### src/rtl/mips_pkg.sv
// Shared MIPS datapath definitions: multiply/divide opcodes, MDU width and FSM states.
`timescale 1ns/1ps
package mips_pkg;

  localparam int MDU_WIDTH = 32;

  typedef enum logic [2:0] {
    MDU_MULT  = 3'b000,
    MDU_MULTU = 3'b001,
    MDU_DIV   = 3'b010,
    MDU_DIVU  = 3'b011,
    MDU_MTHI  = 3'b100,
    MDU_MTLO  = 3'b101
  } mdu_op_t;

  typedef enum logic [1:0] {
    MDU_IDLE   = 2'd0,
    MDU_RUN    = 2'd1,
    MDU_FINISH = 2'd2
  } mdu_state_t;

  // MULT/MULTU/DIV/DIVU all have op[2]==0 and need the iterative core.
  function automatic logic mdu_is_iter(input logic [2:0] op);
    return (op[2] == 1'b0);
  endfunction

endpackage

### src/rtl/mdu_iter_core.sv
// Iteration datapath for the MDU: one shift-add (multiply) or restoring
// subtract-shift (divide) step per cycle on unsigned magnitudes.
// After WIDTH steps: multiply -> {hi_o, lo_o} = product; divide -> hi_o = remainder, lo_o = quotient.
`timescale 1ns/1ps
module mdu_iter_core
  import mips_pkg::*;
#(
  parameter int WIDTH = MDU_WIDTH
) (
  input  logic             clk,
  input  logic             rst_n,
  input  logic             load_i,
  input  logic             step_i,
  input  logic             div_i,
  input  logic [WIDTH-1:0] a_i,
  input  logic [WIDTH-1:0] b_i,
  output logic [WIDTH-1:0] hi_o,
  output logic [WIDTH-1:0] lo_o
);

  // acc carries one extra bit so the multiply partial sum never overflows
  logic [WIDTH:0]   acc_q, acc_d;
  logic [WIDTH-1:0] lo_q, lo_d;
  logic [WIDTH-1:0] b_q;
  logic             div_q;

  logic [WIDTH:0]   sum;
  logic [WIDTH:0]   add_sel;
  logic [WIDTH:0]   shifted;
  logic [WIDTH+1:0] diff;

  // Next value of the shift register pair for a single step
  always_comb begin
    sum     = acc_q + {1'b0, b_q};
    add_sel = lo_q[0] ? sum : acc_q;
    shifted = {acc_q[WIDTH-1:0], lo_q[WIDTH-1]};
    diff    = {1'b0, shifted} - {2'b00, b_q};
    if (div_q) begin
      acc_d = diff[WIDTH+1] ? shifted : diff[WIDTH:0];
      lo_d  = {lo_q[WIDTH-2:0], ~diff[WIDTH+1]};
    end else begin
      acc_d = {1'b0, add_sel[WIDTH:1]};
      lo_d  = {add_sel[0], lo_q[WIDTH-1:1]};
    end
  end

  // Operand load on accept, then one step per enabled cycle
  always_ff @(posedge clk or negedge rst_n) begin
    if (!rst_n) begin
      acc_q <= '0;
      lo_q  <= '0;
      b_q   <= '0;
      div_q <= 1'b0;
    end else if (load_i) begin
      acc_q <= '0;
      lo_q  <= a_i;
      b_q   <= b_i;
      div_q <= div_i;
    end else if (step_i) begin
      acc_q <= acc_d;
      lo_q  <= lo_d;
    end
  end

  assign hi_o = acc_q[WIDTH-1:0];
  assign lo_o = lo_q;

endmodule

### src/rtl/mult_div_unit.sv
// MIPS multiply/divide unit owning the HI/LO pair. Multi-cycle MULT/MULTU/DIV/DIVU,
// single-cycle MTHI/MTLO. Optional macro MDU_DIVZERO_FLAG_EN adds the div_zero output.
//
// state  | meaning
// IDLE   | waiting for start; MTHI/MTLO complete here
// RUN    | WIDTH iteration steps in the core
// FINISH | sign fix-up, HI/LO write, done pulse
`timescale 1ns/1ps
module mult_div_unit
  import mips_pkg::*;
#(
  parameter int WIDTH = MDU_WIDTH
) (
  input  logic             clk,
  input  logic             rst_n,
  input  logic             start,
  input  logic [2:0]       op,
  input  logic [WIDTH-1:0] op_a,
  input  logic [WIDTH-1:0] op_b,
  output logic             busy,
  output logic             done,
  output logic [WIDTH-1:0] hi,
  output logic [WIDTH-1:0] lo
`ifdef MDU_DIVZERO_FLAG_EN
  ,
  output logic             div_zero
`endif
);

  localparam int            CW       = $clog2(WIDTH);
  localparam logic [CW-1:0] CNT_LAST = CW'(WIDTH - 1);

  mdu_state_t state_q, state_d;
  logic [CW-1:0]    cnt_q;
  logic [WIDTH-1:0] hi_q, lo_q;
  logic             done_q;
  logic             div_q, neg_a_q, neg_b_q, bzero_q;

  logic             accept, core_load, core_step, finish, move_go;
  logic             a_neg, b_neg;
  logic [WIDTH-1:0] a_abs, b_abs;
  logic [WIDTH-1:0] core_hi, core_lo;
  logic [2*WIDTH-1:0] prod, prod_fix;
  logic [WIDTH-1:0] hi_fix, lo_fix;

  // Signed ops (MULT, DIV) have op[0]==0; operands go to the core as magnitudes
  assign a_neg = ~op[0] & op_a[WIDTH-1];
  assign b_neg = ~op[0] & op_b[WIDTH-1];
  assign a_abs = a_neg ? -op_a : op_a;
  assign b_abs = b_neg ? -op_b : op_b;

  // State register
  always_ff @(posedge clk or negedge rst_n) begin
    if (!rst_n) state_q <= MDU_IDLE;
    else        state_q <= state_d;
  end

  // Next-state logic
  always_comb begin
    state_d = state_q;
    case (state_q)
      MDU_IDLE:   if (start && mdu_is_iter(op)) state_d = MDU_RUN;
      MDU_RUN:    if (cnt_q == CNT_LAST) state_d = MDU_FINISH;
      MDU_FINISH: state_d = MDU_IDLE;
      default:    state_d = MDU_IDLE;
    endcase
  end

  // FSM outputs and control strobes
  always_comb begin
    busy      = (state_q != MDU_IDLE);
    accept    = (state_q == MDU_IDLE) && start;
    core_load = accept && mdu_is_iter(op);
    move_go   = accept && ((op == MDU_MTHI) || (op == MDU_MTLO));
    core_step = (state_q == MDU_RUN);
    finish    = (state_q == MDU_FINISH);
  end

  // Sign correction of the magnitude result; divide by zero keeps quotient all ones
  always_comb begin
    prod     = {core_hi, core_lo};
    prod_fix = (neg_a_q ^ neg_b_q) ? -prod : prod;
    if (div_q) begin
      hi_fix = neg_a_q ? -core_hi : core_hi;
      if (bzero_q)                lo_fix = '1;
      else if (neg_a_q ^ neg_b_q) lo_fix = -core_lo;
      else                        lo_fix = core_lo;
    end else begin
      hi_fix = prod_fix[2*WIDTH-1:WIDTH];
      lo_fix = prod_fix[WIDTH-1:0];
    end
  end

  // Operation context, step counter, HI/LO and done pulse
  always_ff @(posedge clk or negedge rst_n) begin
    if (!rst_n) begin
      cnt_q   <= '0;
      hi_q    <= '0;
      lo_q    <= '0;
      done_q  <= 1'b0;
      div_q   <= 1'b0;
      neg_a_q <= 1'b0;
      neg_b_q <= 1'b0;
      bzero_q <= 1'b0;
    end else begin
      done_q <= finish | move_go;
      if (core_load) begin
        cnt_q   <= '0;
        div_q   <= op[1];
        neg_a_q <= a_neg;
        neg_b_q <= b_neg;
        bzero_q <= op[1] && (op_b == '0);
      end
      if (core_step) cnt_q <= cnt_q + 1'b1;
      if (move_go) begin
        if (op == MDU_MTHI) hi_q <= op_a;
        else                lo_q <= op_a;
      end
      if (finish) begin
        hi_q <= hi_fix;
        lo_q <= lo_fix;
      end
    end
  end

`ifdef MDU_DIVZERO_FLAG_EN
  logic divz_q;

  // Sticky divide-by-zero flag, cleared by the next accepted op
  always_ff @(posedge clk or negedge rst_n) begin
    if (!rst_n)                         divz_q <= 1'b0;
    else if (finish && div_q && bzero_q) divz_q <= 1'b1;
    else if (core_load || move_go)      divz_q <= 1'b0;
  end

  assign div_zero = divz_q;
`endif

  mdu_iter_core #(.WIDTH(WIDTH)) u_core (
    .clk    (clk),
    .rst_n  (rst_n),
    .load_i (core_load),
    .step_i (core_step),
    .div_i  (op[1]),
    .a_i    (a_abs),
    .b_i    (b_abs),
    .hi_o   (core_hi),
    .lo_o   (core_lo)
  );

  assign done = done_q;
  assign hi   = hi_q;
  assign lo   = lo_q;

endmodule
### config.mk
export PLATFORM = sky130hd
export DESIGN_NAME = mult_div_unit
export DESIGN_NICKNAME = d
export VERILOG_FILES = /design/src/rtl/mips_pkg.sv /design/src/rtl/mdu_iter_core.sv /design/src/rtl/mult_div_unit.sv
export SDC_FILE = /design/constraint.sdc
export NUM_CORES = 1
export LEC_CHECK = 0
export ABC_AREA = 1
export CORE_UTILIZATION = 35
export CTS_CLUSTER_DIAMETER = 150
export DETAILED_ROUTE_END_ITERATION = 8
export PLACE_DENSITY = 0.56
export SETUP_SLACK_MARGIN = 0.3
export SYNTH_ARGS = -nofsm -noshare
export SYNTH_HDL_FRONTEND = slang
export SYNTH_SLANG_ARGS = --single-unit
export TNS_END_PERCENT = 50
### constraint.sdc
create_clock -name clk -period 1.95 [get_ports clk]
set_input_delay 0.39 -clock clk [delete_from_list [all_inputs] [get_ports clk]]
set_output_delay 0.39 -clock clk [all_outputs]
set_load 0.005 [all_outputs]
==> impl.org <==
** Worst setup path
- Setup slack of the worst register-to-register path :: -0.32 ns
- Kind of critical path :: flop to flop
- In this run the worst path has a maximum fanout of 7.
- Data arrives at the worst endpoint at 2.66 ns.
- Measured in cells, the most critical reg-to-reg path has a length of 17.
- Kind of end point of the critical path :: flop
- The worst register-to-register path ends at u_core.lo_o[0].
- The worst setup path is launched from a flop.
- In this run the worst setup path terminates at u_core.lo_o[0].
- First element of the critical path :: u_core.acc_q[7]
- The worst register-to-register path begins at u_core.acc_q[7].
- STA puts the critical path data required time at 2.34 ns.

** Route
- Remaining routing DRC violations :: 0
- Detailed-route vias per instance :: 5.25
- DR iter-0 viols :: 1988
- Initial DRT Pass Iterations :: 5
- The detail route stage leaves a number of antenna-violating nets equal to 0.
- Total wire length after detailed routing :: 93600 µm
- Per-cell routed wire length :: between 20 and 25 µm
- Total via count in the routed design :: ~24000

** Global route
- After global routing the overflow that remains totals 0.
- Entering global routing, the biggest net connects 42 pins.
- The number of global-route vias before repair is 23208.
- The initial antenna violation count is 0.
- For this run, the total global-route usage over all layers was measured as a little over a third.
- Global-route wire length before repair :: 136000 µm

** Floorplan
- Die width :: 227 µm
- The initial utilization of the core area, before any placement, comes to between 30% and 40%.
- The floorplan step set the die height to 227 µm.
- Standard-cell rows :: 81
- Top Ports :: ~140
- The total area inside the core boundary comes to about 0.049 mm².
- Area of the die :: 0.0514 mm²

** Synthesis
- Most used flip-flop cell after synthesis :: dfrtp_1
- The number of different library cells used by synthesis comes to 55.
- Fraction of synthesis flops using an asynchronous set or reset pin :: 100%
- Yosys attributes the largest share of cell area to dfrtp_1 (24%), nand2_1 (21%), inv_1 (8.8%).
- Syn Inst Count :: 2986
- Post-Syn Area per Cell :: 5.92 µm²
- The number of nets handed over by synthesis was 3128.
- Portion of synthesized cell area occupied by the leading cell type :: approximately 24%
- In this run, synthesis inferred 0 flip-flops with an integrated enable.
- Post-synthesis cell area :: 0.0177 mm²
- Of the synthesized area, sequential elements account for 24.5%.
- The synthesized design contains 173 register bits.
- Synthesis warning total :: 0
- Of all cell types, the one taking the most synthesized area is dfrtp_1.

** Timing
- The hold violation count in the final report was 0.
- The smallest clock period supported by the final layout is computed as 2.27 ns.
- Setup violations remaining at the end of the flow were counted as 63.
- Top achievable clock speed :: 440 MHz
- Once routing completed, OpenROAD measured the worst setup slack at -0.322 ns.
- For the final database, setup skew stands at 0.0239 ns.
- The worst path uses 116% of the clock period.
- Actual slew at the worst max-slew pin :: 0.532 ns
- RSZ-0062 raised after global routing :: yes
- Worst relative slew slack :: 64.4%
- The final number of max-transition violations was 0.

** Final layout
- The final layout contains between 4000 and 5000 nets.
- The library cell used most frequently in the layout, excluding fill and tap cells, is nand2_1.
- The post-route netlist has 43.7% of its cells at a drive strength greater than 1.
- Most frequent cells in the layout :: nand2_1 (785), buf_4 (659), inv_1 (339), nand2_2 (166), nand3_1 (161)
- Area of the multi-input gates :: 0.0152 mm²
- The repair_antennas step left the layout with diodes totalling 0.
- Cells fill 64.0% of the core in the end.
- Relative to the synthesized area, the layout overhead comes to 78.7%.
- After filler insertion, the fill cell instance count of the layout stands at about 4500.
- Area taken by flip-flops and latches :: 0.00438 mm²

** Pwr
- Power comes to 66600 µW.
- Cell Int Power :: 32600 µW
- Clk network pwr share :: 5.3%
- Worst ir drop on vdd :: 0.962 mV
- In this run the power density over the cells is 2110 mW/mm².
- Switching share of total power :: 51.0%
- Comb power frac :: between 80% and 90%
- Sequential cells burn 11.3% of the power.
- In this run the static leakage power is 0.0159 µW.
- Net switching power figure :: 34000 µW

** Outcome
- The run finished, with violations left.
- The final reports fail on negative setup slack.

** CTS
- The later pin in the worst-skew pair is clocked with a latency of approximately 0.52 ns.
- H-Tree Level Count :: 4
- Clock transition at the registers of the reported paths :: about 0.080 ns
- Counting along the longest clock path gives a buffer depth of 2.
- Clock tree synthesis inserted a total of 17 buffers.
- For this design, the sink count on the clock tree is 173.
- Clock root cell :: clkbuf_16
- TritonCTS built the clock tree.

** Place
- During placement, the flow inserted port buffers numbering roughly 140.
- Final weighted congestion in routability-driven placement :: just under 1
- Final HPWL from detailed placement :: slightly above 70000 µm

** Flow run
- Max-cap violations in this run came to 0.

** Min path
- Hold Startpoint :: op_b[7]
- The min-delay analysis places its worst path in the category input pin to flop.
-- area by class of cell --
type / instances / share of cell area (%)
multi-input combinational: 2294 / 48.1
clock buffer: 18 / 1.39
clock inverter: 14 / 0.341
tap: 664 / 2.63
sequential: 173 / 13.9
timing repair buffer: 976 / 28.5
inverter: 424 / 5.19
-- Yosys cell counts, types with 4 or more instances --
| cell type | n |
|---|---|
| a21oi_1 | 156 |
| a22oi_1 | 6 |
| a31oi_1 | 13 |
| and2_1 | 5 |
| buf_1 | 6 |
| buf_2 | 15 |
| clkbuf_1 | 71 |
| dfrtp_1 | 173 |
| ha_1 | 70 |
| inv_1 | 414 |
| inv_2 | 7 |
| nand2_1 | 1000 |
| nand2_2 | 4 |
| nand3_1 | 264 |
| nand3_2 | 7 |
| nand3b_1 | 26 |
| nand4_1 | 37 |
| nor2_1 | 243 |
| nor2_2 | 10 |
| nor3_1 | 32 |
| nor3_2 | 6 |
| nor4_1 | 6 |
| o211ai_1 | 56 |
| o211ai_2 | 4 |
| o21a_1 | 6 |
| o21ai_0 | 192 |
| o21ai_1 | 15 |
| o21ai_2 | 6 |
| o21bai_1 | 21 |
| o22ai_1 | 4 |
| o31ai_1 | 4 |
| or2_2 | 12 |
| xnor2_1 | 15 |
| xor2_1 | 41 |
-- per-stage QoR --
stage / instance area (µm²) / setup slack (ns) / hold slack (ns) / cells / setup TNS (ns)
after global routing: 31600 / -0.402 / 0.317 / 4563 / -17.70
after global placement: 25300 / -0.707 / 0.348 / 4355 / -71.96
after CTS: 29500 / -0.281 / 0.355 / 4511 / -8.47
after floorplan: 18200 / -0.0187 / 0.0944 / 2986 / -0.0871
final: 31600 / -0.322 / 0.312 / 4563 / -11.18
after detailed placement: 25300 / -0.806 / 0.347 / 4355 / -81.05
-- cells by family after synthesis --
logic type / share of synthesized area [%]
buffers and inverters: 11.4
and+or+nand+nor: 39.9
DFF: 24.5
adders and majority gates: 5.18
xor gates and xnor gates: 2.78
AOI/OAI and AO/OA: 16.2
-- critical path, cell delays in order (launching register included) --
cell and delay (ns):
dfrtp_2 0.48, ha_4 0.29, nand2_4 0.09, inv_2 0.05, nand2_2 0.07, nand2_2 0.07
inv_2 0.07, nand3_4 0.09, nand2_4 0.09, nand2_4 0.06, nand2_8 0.10, nand2_8 0.09
buf_6 0.14, nor2_4 0.11, buf_4 0.13, buf_6 0.08, buf_6 0.08, o21bai_1 0.06
-- routing by layer --
layer	routed length (µm)	vias up	global-route usage, %
met5	0	-	0
met4	5070	0	18.8
met3	5510	205	5.07
met2	44600	905	60.5
met1	38300	11404	43.4
li1	-	11456	-
-- state kept, by name (all words and copies together) (netlist names), 2 cells and up --
name / flops
u_core.acc_q: 33
hi: 32
lo: 32
u_core.b_q: 32
u_core.lo_o: 32
cnt_q: 5
state_q: 2
-- power by group through the flow --
stage               Clock (µW)  Sequential (µW)  Combinational [µW]
floorplan                    0             7060               21600
global placement             0             7230               41100
detailed placement           0             7240               41400
CTS                       3530             7390               50100
global route              3650             7630               59600
finish                    3500             7510               55600
-- worst min-delay path by stage --
stage	endpoint	slack, ns	depth (start not counted)
floorplan	bzero_q	0.09	0
global placement	hi[1]	0.35	1
detailed placement	hi[1]	0.35	1
CTS	hi[1]	0.35	2
global route	lo[2]	0.32	3
finish	u_core.b_q[7]	0.31	4
-- timing repair --
action / 4_1_cts / 5_1_grt
hold buffers: 1 / 0
cloned: 10 / 3
pin swaps: 231 / 244
setup buffers: 113 / 49
endpoints found under the setup margin: 216 / 217
resized for setup: 767 / 471
endpoints found under the hold margin: 30 / 0
Note: power is estimated with default switching activity, not from simulation.
